===== src/rtl/poly_beeper.sv =====
// rtl/poly_beeper.sv - keypad-to-buzzer square-wave tone generator with octave, volume and pluck decay
// Period and duty are latched only at period boundaries so the output never emits a runt pulse.
module poly_beeper #(
    parameter int                            NUM_KEYS          = 16,
    parameter int                            CNT_WIDTH         = 20,
    parameter logic [NUM_KEYS*CNT_WIDTH-1:0] CYCLE_TABLE       = '0,
    parameter int                            DECAY_STEP_CYCLES = 2500000,
    parameter int                            DECAY_LEVELS      = 8
) (
    input  logic                        clk,
    input  logic                        rst,
    input  logic [NUM_KEYS-1:0]         key_in,
    input  logic [1:0]                  octave,
    input  logic [2:0]                  volume,
    input  logic                        mode,
    output logic                        beeper,
    output logic                        note_active,
    output logic [$clog2(NUM_KEYS)-1:0] cur_key
);

    localparam int KW = $clog2(NUM_KEYS);
    localparam int TW = $clog2(DECAY_STEP_CYCLES + 1);

    logic [NUM_KEYS-1:0]  key_q, key_d;
    logic                 beeper_q, beeper_d;
    logic                 active_q, active_d;
    logic [KW-1:0]        cur_key_q, cur_key_d;
    logic [CNT_WIDTH-1:0] cnt_q, cnt_d;
    logic [CNT_WIDTH-1:0] cur_cycle_q, cur_cycle_d;
    logic [CNT_WIDTH-1:0] cur_duty_q, cur_duty_d;
    logic [3:0]           lvl_q, lvl_d;
    logic [TW-1:0]        timer_q, timer_d;

    logic [KW-1:0]        sel;
    logic                 valid;
    logic [CNT_WIDTH-1:0] tgt_raw, tgt_shift, tgt, duty;
    logic [3:0]           eff_lvl;
    logic [4:0]           sh;
    logic                 silent;
    logic                 boundary, key_moved, timer_wrap;

    // Lowest-index pressed key wins.
    always_comb begin
        sel = '0;
        for (int i = NUM_KEYS - 1; i >= 0; i--) begin
            if (key_q[i]) sel = KW'(i);
        end
    end

    always_comb begin
        valid      = |key_q;
        tgt_raw    = CYCLE_TABLE[int'(sel)*CNT_WIDTH +: CNT_WIDTH];
        tgt_shift  = tgt_raw >> octave;
        tgt        = (tgt_shift < CNT_WIDTH'(2)) ? CNT_WIDTH'(2) : tgt_shift;
        eff_lvl    = mode ? lvl_q : 4'd0;
        sh         = 5'(3'd7 - volume) + 5'd1 + 5'(eff_lvl);
        silent     = (volume == 3'd0) || (int'(eff_lvl) >= DECAY_LEVELS);
        duty       = (silent || int'(sh) >= CNT_WIDTH) ? '0 : (tgt >> sh);
        boundary   = (cnt_q == cur_cycle_q - CNT_WIDTH'(1));
        key_moved  = (sel != cur_key_q);
        timer_wrap = (timer_q == TW'(DECAY_STEP_CYCLES - 1));
    end

    always_comb begin
        key_d       = key_in;
        beeper_d    = beeper_q;
        active_d    = active_q;
        cur_key_d   = cur_key_q;
        cnt_d       = cnt_q;
        cur_cycle_d = cur_cycle_q;
        cur_duty_d  = cur_duty_q;
        lvl_d       = lvl_q;
        timer_d     = timer_q;
        if (!valid) begin
            beeper_d = 1'b0;
            active_d = 1'b0;
            cnt_d    = '0;
            lvl_d    = '0;
            timer_d  = '0;
        end else if (!active_q) begin
            cur_cycle_d = tgt;
            cur_duty_d  = duty;
            cnt_d       = '0;
            cur_key_d   = sel;
            active_d    = 1'b1;
            lvl_d       = '0;
            timer_d     = '0;
        end else begin
            beeper_d = (cnt_q < cur_duty_q);
            if (boundary) begin
                cnt_d       = '0;
                cur_cycle_d = tgt;
                cur_duty_d  = duty;
                cur_key_d   = sel;
            end else begin
                cnt_d = cnt_q + CNT_WIDTH'(1);
            end
            // A new key in decay mode replucks the string.
            if (!mode || (boundary && key_moved)) begin
                lvl_d   = '0;
                timer_d = '0;
            end else if (timer_wrap) begin
                timer_d = '0;
                if (int'(lvl_q) < DECAY_LEVELS) lvl_d = lvl_q + 4'd1;
            end else begin
                timer_d = timer_q + TW'(1);
            end
        end
    end

    always_ff @(posedge clk) begin
        if (rst) begin
            key_q       <= '0;
            beeper_q    <= 1'b0;
            active_q    <= 1'b0;
            cur_key_q   <= '0;
            cnt_q       <= '0;
            cur_cycle_q <= '0;
            cur_duty_q  <= '0;
            lvl_q       <= '0;
            timer_q     <= '0;
        end else begin
            key_q       <= key_d;
            beeper_q    <= beeper_d;
            active_q    <= active_d;
            cur_key_q   <= cur_key_d;
            cnt_q       <= cnt_d;
            cur_cycle_q <= cur_cycle_d;
            cur_duty_q  <= cur_duty_d;
            lvl_q       <= lvl_d;
            timer_q     <= timer_d;
        end
    end

    assign beeper      = beeper_q;
    assign note_active = active_q;
    assign cur_key     = cur_key_q;

endmodule


===== config.mk =====
export PLATFORM = sky130hd
export DESIGN_NAME = poly_beeper
export DESIGN_NICKNAME = d
export VERILOG_FILES = /design/src/rtl/poly_beeper.sv
export SDC_FILE = /design/constraint.sdc
export NUM_CORES = 1
export LEC_CHECK = 0
export CAP_MARGIN = 10
export CORE_ASPECT_RATIO = 0.7
export CORE_MARGIN = 1.5
export CORE_UTILIZATION = 60
export CTS_CLUSTER_SIZE = 28
export DETAILED_ROUTE_END_ITERATION = 12
export HOLD_SLACK_MARGIN = 0.06
export PLACE_DENSITY = 0.91
export SLEW_MARGIN = 40
export SYNTH_ARGS = -nofsm -noshare
export SYNTH_HDL_FRONTEND = slang
export SYNTH_SLANG_ARGS = --single-unit

===== constraint.sdc =====
create_clock -name clk -period 5.5 [get_ports clk]
set_clock_uncertainty 0.2 [all_clocks]
set_input_delay 1.1 -clock clk [delete_from_list [all_inputs] [get_ports clk]]
set_output_delay 1.1 -clock clk [all_outputs]
set_load 0.01 [all_outputs]

==> flow_summary.toml, run 1 <==
[drt]
avgRoutedWirePerCell_um = 15.0
drt-initial-drc-count = 221
finalWirelength_um = 7240
vias = 2880
via_per_inst = 5.95
drtAntennaViolNets = 0
dr.pass1.iters = 5
drc = 0

[worst_setup_path]
path_buf_inv = 1
path_cells = "clkdlybuf4s50_1 -> nand2_1 -> ha_1 -> fa_1 -> a22oi_1 -> nand3_1 -> nor3_1 -> nand3_1 -> o31ai_1"
r2r-start = "key_q[12]"
r2r_end = "timer_q[18]"
cp_max_fo = 5
critical_path_class = "in2reg"
crit_arrival_ns = 3.24
rrSetupSlack_ns = 2.97
cp_slowest_stage_delay_ns = 0.61
cp-end-kind = "flip-flop"
start_kind = "primary input"
critical-path-top-delay-family = "simple AND/OR/NAND/NOR gates"
cpMaxStageDelayCell = "clkdlybuf4s50_1"
worst_path_most_repeated_cell = "nand3_1"
worstRegToRegCells = 7
critPathRequiredTime_ns = 5.56

[floorplanning]
ios = 30
num_rows = 22
die_x_um = 92.9
initial_utilization = 0.635
core_region_area_um2 = 5340
die_y_um = 65.9
die_area_um2 = 6120

[synth]
synth-simple-area-share = 0.321
avgSynthCellArea_um2 = 8.93
syn-instance-count = 380
synth_top_family_by_area = "simple AND/OR/NAND/NOR gates"
synth_common_cells = "dfxtp_1 (71), nor2_1 (49), nor4_1 (25), nand3_1 (23), xor2_1 (23)"
ys_seq_elements = 71
yosysWarnings = 0
synthMuxAreaShare = 0.0151
synthXorXnorAreaFrac = 0.106
netlist_area_um2 = 3390
synth_compound_area_frac = 0.0671
yosysMostFrequentCell = "dfxtp_1"
synth_area_leaders = "dfxtp_1 (42%), xor2_1 (5.9%), nor2_1 (5.4%), xnor2_1 (4.6%), nor4_1 (4.6%)"
synth_area_leader_cell = "dfxtp_1"
synth-edff-count = 0
synth-seq-area-share = 0.419
synth.top_cell.area_share = 0.419
syn_nets = 412
synth_cell_types = 53
synth_ff_type = "dfxtp_1"
synthAdderAreaFrac = 0.0317
async_reset_ff_frac = 0

[global_route]
grt_pass1_vias = 2646
grt_pass1_wl_um = 12000
grt_usage = 0.253
grt_max_degree = 27
antenna_found_initial = 0
grt_overflow = 0

[placed_design]
port_buffers = 27
gp_congestion = 0.835
dpl_cell_area_um2 = 3700
place_hpwl_um = 5040

[clock_tree]
cts_buffer_depth = 2
post-cts-setup-buffers = 0
cts-root-buf = "clkbuf_8"
cts_num_sinks = 71
cts_buffers = 9
path_clk_slew_ns = 0.07
cts_tree = "done"
cts_hold_buf = 0
ctsResizeCount = 0
clk_latency_ns = 0.35
htree_levels = 3

[finish]
drive_gt1_frac = 0.0655
synthToLayoutAreaGrowth_pct = 13.6
finalNetCount = 440
utilization = 0.722
finalInstanceArea_um2 = 3850
diodes = 0

[timing]
finalSetupTns_ns = 0
rsz0062_at_grt = "false"
post-route-period-util = 0.578
clock.fmax_mhz = 315
tightestPinTransition_ns = 0.748
drv_slew = 0
period_needed_ns = 3.18
setup_viol = 0
report.final.hold_viol_count = 0
slew_headroom = 0.500

[worst_hold_path]
hold_depth = 2
hold_end = "cur_duty_q[1]"
hold_path.class = "reg2reg"
hold_start = "cur_duty_q[1]"

[outcome]
status = "complete, no violations"

[run]
cap_viol_max_count = 0

[pwr]
leakage_nw = 1.35
peakVddDrop_uv = 158
total_power_mw = 0.983
power.density_nw_per_um2 = 255
[worst reg2reg max path: cells and delay by family (launching register included)]
family	cells	cell delay, ns
AO/OA/AOI/OAI	3	0.55
AND/OR/NAND/NOR	3	0.99
buffers and inverters	1	0.31
flip-flops	1	0.33
[routing by layer]
| layer | part of all wire | GRT usage | up-vias | wire length, um |
|---|---|---|---|---|
| met5 | 0 | 0 | - | 0 |
| met4 | 0.012 | 0.0795 | 0 | 87 |
| met2 | 0.47 | 0.416 | 109 | 3370 |
| met1 | 0.45 | 0.314 | 1347 | 3290 |
| met3 | 0.068 | 0.0874 | 15 | 490 |
| li1 | - | - | 1409 | - |
[how the worst max path moves through the flow]
stage	start	end	slack (ns)	cells after the start
final	mode	cur_duty_q[1]	2.32	9
after global placement	rst	timer_q[10]	2.02	7
after floorplan	mode	cur_duty_q[1]	2.96	8
after CTS	mode	cur_duty_q[1]	2.37	9
after detailed placement	mode	cur_duty_q[1]	2.01	9
after global routing	mode	cur_duty_q[1]	2.22	9
[cell families (layout without fill, tap and decap cells)]
group                      Yosys count  count (layout)
adders and majority gates            8               8
and+or+nand+nor                    202             202
muxes                                5               5
buffers and inverters               27              59
DFF                                 71              71
AOI/OAI and AO/OA                   26              26
xor gates and xnor gates            41              41
[state kept, by name, indices dropped and copies added, names as in the netlist]
signal,count
lvl_q,4
note_active,1
cnt_q,20
beeper,1
cur_key,4
cur_cycle_q,1
cur_duty_q,2
timer_q,22
key_q,16
[cells in the final DEF (no fill, tap or decap), types with 4 or more instances in the layout]
| master | count |
|---|---|
| nor2b_1 | 18 |
| nor2_1 | 48 |
| nand2_1 | 22 |
| and3_1 | 8 |
| xnor2_1 | 18 |
| clkdlybuf4s50_1 | 27 |
| nand3_1 | 22 |
| clkbuf_8 | 10 |
| nand4_1 | 11 |
| and4_1 | 4 |
| dfxtp_1 | 71 |
| nor4_1 | 25 |
| mux2i_1 | 4 |
| ha_1 | 7 |
| inv_1 | 15 |
| clkbuf_1 | 4 |
| nand2b_1 | 5 |
| xor2_1 | 23 |
| nor3_1 | 18 |
[power by group]
part / switching (mW) / internal, mW
clock: 0.183 / 0.174
sequential: 0.0139 / 0.526
combinational: 0.0418 / 0.0444
total: 0.239 / 0.744
[per-stage QoR]
stage	hold slack, ns	std cells	setup slack (ns)
global route	0.328	484	2.22
CTS	0.293	484	2.37
global placement	0.279	469	2.02
detailed placement	0.283	469	2.01
floorplan	0.250	380	2.96
finish	0.309	484	2.32
[final cells by class]
type,count,area [um2]
inverter,15,56.3
sequential,71,1420
timing repair buffer,29,285
clock buffer,14,153
multi-input combinational,282,1840
clock inverter,1,5.00
tap,72,90.1
fill,419,1490
Note: power is estimated with default switching activity, not from simulation.
==> inputs of run 2 (changes only) <==
CORE_UTILIZATION = 52   (was 60)
PLACE_DENSITY = 0.84   (was 0.91)
clock period = 2.6 ns   (was 5.5 ns; I/O delays follow)
==> run 2 against run 1 <==
Against the previous run:
- critical path depth unchanged
- die area rose by 15%
- global-route usage is 3.1 points lower
- sequential share of layout area decreased by 1.4 points
- routed wire length decreased by 1.8%
- highest routed layer unchanged
- count of clock-buffer cells in the layout shrank 5
- non-clock buffer count rose by 10
- worst setup slack lost 2.2 ns
- hold slack gained 0.021 ns
- via count decreased by 1.1%
- clock power increased to 2.7 times the previous value
- largest power group unchanged
- largest cell class unchanged
==> flow_summary.toml, run 2 (synthesized netlist as in run 1, its figures left out) <==
[outcome]
status = "complete, no violations"

[clock_tree]
path_clk_slew_ns = 0.08
cts_buffer_depth = 2
clk_latency_ns = 0.36
cts_hold_buf = 0
htree_levels = 3
cts_tree = "done"
post-cts-setup-buffers = 0
cts-root-buf = "clkbuf_8"
cts_num_sinks = 71
cts_buffers = 9
ctsResizeCount = 0

[worst_setup_path]
worstRegToRegCells = 6
start_kind = "primary input"
cp-end-kind = "flip-flop"
crit_arrival_ns = 2.52
r2r_end = "cur_duty_q[0]"
rrSetupSlack_ns = 0.16
critical_path_class = "in2reg"
r2r-start = "cnt_q[14]"
critPathRequiredTime_ns = 2.67
cp_max_fo = 4

[floorplanning]
ios = 30
num_rows = 24
die_x_um = 99.5
die_area_um2 = 7020
core_region_area_um2 = 6280
die_y_um = 70.6
initial_utilization = 0.540

[finish]
final_cell_mix = "dfxtp_1 (71), nor2_1 (49), clkdlybuf4s50_1 (27), nor4_1 (25)"
fin_cells = 501
top_regs = "timer_q (22), cnt_q (20), key_q (16)"
largest_register = "timer_q"
synthToLayoutAreaGrowth_pct = 18.1
finalInstanceArea_um2 = 4010
n_fill_cell = 523
multi_input_area_um2 = 1840
drive_gt1_frac = 0.0946
seqCellArea_um2 = 1420
utilization = 0.638
diodes = 0
largest_reg_flops = 22
finalNetCount = 450
final_common_cell = "dfxtp_1"

[worst_hold_path]
hold_depth = 1
hold_start = "cnt_q[0]"
hold_path.class = "reg2reg"
hold_end = "cnt_q[0]"

[drt]
drtAntennaViolNets = 0
dr.pass1.iters = 4
drc = 0
vias = 2849
wl_met1_um = 3460
finalWirelength_um = 7110
via_per_inst = 5.69
wl_met3_um = 270
drt-initial-drc-count = 187
dr_wl_met2_um = 3250
top_layer = "met4"
avgRoutedWirePerCell_um = 14.2

[timing]
tightestPinTransition_ns = 0.627
rsz0062_at_grt = "false"
fin_ws_ns = 0.151
clock.fmax_mhz = 408
period_needed_ns = 2.45
holdWs_ns = 0.329
report.final.hold_viol_count = 0
setup_viol = 0
post-route-period-util = 0.942
slew_headroom = 0.580
drv_slew = 0
finalSetupTns_ns = 0

[global_route]
antenna_found_initial = 0
grt_overflow = 0
grt_usage = 0.222
grt_pass1_wl_um = 12200
grt_pass1_vias = 2590
grt_max_degree = 27

[run]
cap_viol_max_count = 0

[placed_design]
dp_slack_ns = -0.199
port_buffers = 27
dp_cells = 485
place_hpwl_um = 5090
gp_congestion = 0.882
dpl_cell_area_um2 = 3780

[pwr]
power.density_nw_per_um2 = 576
peakVddDrop_uv = 397
total_power_mw = 2.31
leakage_nw = 1.42
## run 2: cell count changes in the layout (fill, tap and decap cells not counted)
cell        change
nor2_2          -1
nand3_2         -1
clkbuf_1        -4
clkbuf_8        -1
buf_12          +1
nand3_1         +1
buf_4           +9
nor2_1          +1
clkinv_4        +2
clkinvlp_4      +2
bufinv_16       +2
## run 2: power by group
group | switching [mW] | total, mW | internal, mW
registers | 0.0300 | 1.14 | 1.11
clock network | 0.431 | 0.971 | 0.541
logic | 0.0897 | 0.192 | 0.102
## run 2: cell type report
class | count | share of cell area
timing repair buffer | 39 | 0.0931
multi-input combinational | 282 | 0.458
sequential | 71 | 0.355
clock inverter | 7 | 0.0244
inverter | 15 | 0.0141
tap | 78 | 0.0244
clock buffer | 9 | 0.0309
## run 2: how the worst max path moves through the flow
stage | from | slack (ns) | to | depth (start not counted)
floorplan | cnt_q[11] | 0.34 | cur_duty_q[0] | 7
global placement | mode | -0.02 | cur_duty_q[1] | 9
detailed placement | mode | -0.20 | cur_duty_q[1] | 9
CTS | mode | 0.16 | cur_duty_q[1] | 9
global route | mode | 0.09 | cur_duty_q[1] | 9
finish | mode | 0.15 | cur_duty_q[1] | 9
## run 2: worst max-delay path, stage by stage
cell             delay [ns]
clkdlybuf4s50_1        0.55
nand2_1                0.09
ha_1                   0.22
fa_1                   0.41
a22oi_1                0.16
nand3_1                0.09
nor3_1                 0.26
nand3_1                0.14
o31ai_1                0.09
## run 2: per-layer routing
layer / vias to the layer above / track usage
met4: 0 / 0.0939
met5: - / 0
met2: 60 / 0.349
met3: 13 / 0.0603
li1: 1434 / -
met1: 1342 / 0.292
==> inputs of run 3 (changes only) <==
CORE_UTILIZATION = 45   (was 52)
CTS_BUF_LIST = sky130_fd_sc_hd__clkbuf_4 sky130_fd_sc_hd__clkbuf_8 sky130_fd_sc_hd__clkbuf_16   (was default)
PLACE_DENSITY = 0.75   (was 0.84)
==> run 3 against run 2 <==
Against the previous run:
- count of clock-buffer cells in the layout unchanged
- final cell count increased by 4.2%
- cell area increased by 0.78%
- sequential share of layout area shrank 0.28 points
- total power is 0.27% lower
- first-iteration DRC count down 29%
- clock power decreased by 0.4%
- critical path depth down 3
- non-clock buffer count increased by 1
- global-route usage shrank 4.0 points
- hold slack got worse by 0.045 ns
- routed wire length fell by 4.1%
==> flow_summary.toml, run 3 (synthesized netlist as in run 1, its figures left out) <==
[outcome]
status = "complete, no violations"

[timing]
post-route-period-util = 0.924
setup_viol = 0
clock.fmax_mhz = 416
fin_ws_ns = 0.198
rsz0062_at_grt = "false"
tightestPinTransition_ns = 0.527
slew_headroom = 0.643
report.final.hold_viol_count = 0
period_needed_ns = 2.40
drv_slew = 0

[global_route]
grt_overflow = 0
grt_max_degree = 27
grtUsageMet3 = 0.0445
grtUsageMet2 = 0.289
antenna_found_initial = 0
grt_usage = 0.182
grt_pass1_vias = 2581
gr-usage-met1 = 0.249
grt_pass1_wl_um = 11800
grt_busiest_layer = "met2"

[drt]
drtAntennaViolNets = 0
avgRoutedWirePerCell_um = 13.1
drc = 0
drt-initial-drc-count = 132
finalWirelength_um = 6820
via_per_inst = 5.33
dr.pass1.iters = 4
vias = 2784

[placed_design]
port_buffers = 27
place_hpwl_um = 4950
dpl_cell_area_um2 = 3820
gp_congestion = 0.837
dp_cells = 506
dp_slack_ns = -0.00952

[finish]
final_common_cell = "dfxtp_1"
largest_register = "timer_q"
final_cell_mix = "dfxtp_1 (71), nor2_1 (49), clkdlybuf4s50_1 (27), nor4_1 (25)"
diodes = 0
synthToLayoutAreaGrowth_pct = 19.0
top_regs = "timer_q (22), cnt_q (20), key_q (16)"
drive_gt1_frac = 0.0967
fin_cells = 522
largest_reg_flops = 22
finalInstanceArea_um2 = 4040
finalNetCount = 451

[pwr]
peakVddDrop_uv = 325
power.density_nw_per_um2 = 570
leakage_nw = 1.42

[clock_tree]
cts_buffers = 9
ctsResizeCount = 0
post-cts-setup-buffers = 0
cts_buffer_depth = 2
path_clk_slew_ns = 0.08
cts_hold_buf = 0
clk_latency_ns = 0.34
cts-root-buf = "clkbuf_8"
cts_tree = "done"
htree_levels = 3
cts_num_sinks = 71

[floorplanning]
die_y_um = 75.6
core_region_area_um2 = 7290
ios = 30
die_area_um2 = 8080
die_x_um = 107
initial_utilization = 0.465
num_rows = 26

[worst_setup_path]
start_kind = "flip-flop"
path_buf_inv = 0
cp-end-kind = "flip-flop"
critical-path-top-delay-family = "simple AND/OR/NAND/NOR gates"
critPathRequiredTime_ns = 2.64
path_cells = "or4_1 -> or3_1 -> o32a_2 -> a21oi_4 -> nor3b_1 -> a31o_2"
cp_slowest_stage_delay_ns = 0.54
critical_path_class = "reg2reg"
cp_max_fo = 9
cpMaxStageDelayCell = "or4_1"
crit_arrival_ns = 2.44

[run]
cap_viol_max_count = 0

[worst_hold_path]
hold_path.class = "reg2reg"
[run 3: worst reg2reg max path, stage by stage, from the launching register on]
cell and delay (ns):
dfxtp_1 0.38, or4_1 0.54, or3_1 0.31, o32a_2 0.23, a21oi_4 0.34, nor3b_1 0.09, a31o_2 0.22
[run 3: final timing paths]
check	from	to	slack, ns	cells after the start
worst max-delay path	cnt_q[14]	cur_duty_q[0]	0.20	6
worst min-delay path	cur_duty_q[1]	cur_duty_q[1]	0.28	2
worst max register to register	cnt_q[14]	cur_duty_q[0]	0.20	6
worst min register to register	cur_duty_q[1]	cur_duty_q[1]	0.28	2
[run 3: layer usage]
layer,vias to the layer above,wire (um)
met5,-,0
met4,0,73
met3,8,271
met2,56,2910
met1,1283,3570
li1,1437,-
[run 3: report_power, final]
group / internal, mW / total, mW / switching, mW
Clock: 0.541 / 0.967 / 0.426
Sequential: 1.11 / 1.14 / 0.0287
Combinational: 0.103 / 0.191 / 0.0887
Total: 1.76 / 2.30 / 0.543
[run 3: area by class of cell]
type / count / area (um2)
Tap cell: 98 / 123
Sequential cell: 71 / 1420
Clock buffer: 9 / 124
Fill cell: 673 / 3250
Clock inverter: 7 / 96.3
Multi-Input combinational cell: 282 / 1840
Timing Repair Buffer: 40 / 380
Inverter: 15 / 56.3
[run 3: per-stage QoR]
step,setup TNS (ns),util,hold slack (ns),power (mW)
finish,0,0.554,0.284,2.30
global route,0,0.554,0.318,2.39
global placement,0,0.524,0.281,1.35
floorplan,0,-,0.250,1.27
CTS,0,0.554,0.294,2.32
detailed placement,-0.00952,0.524,0.278,1.36
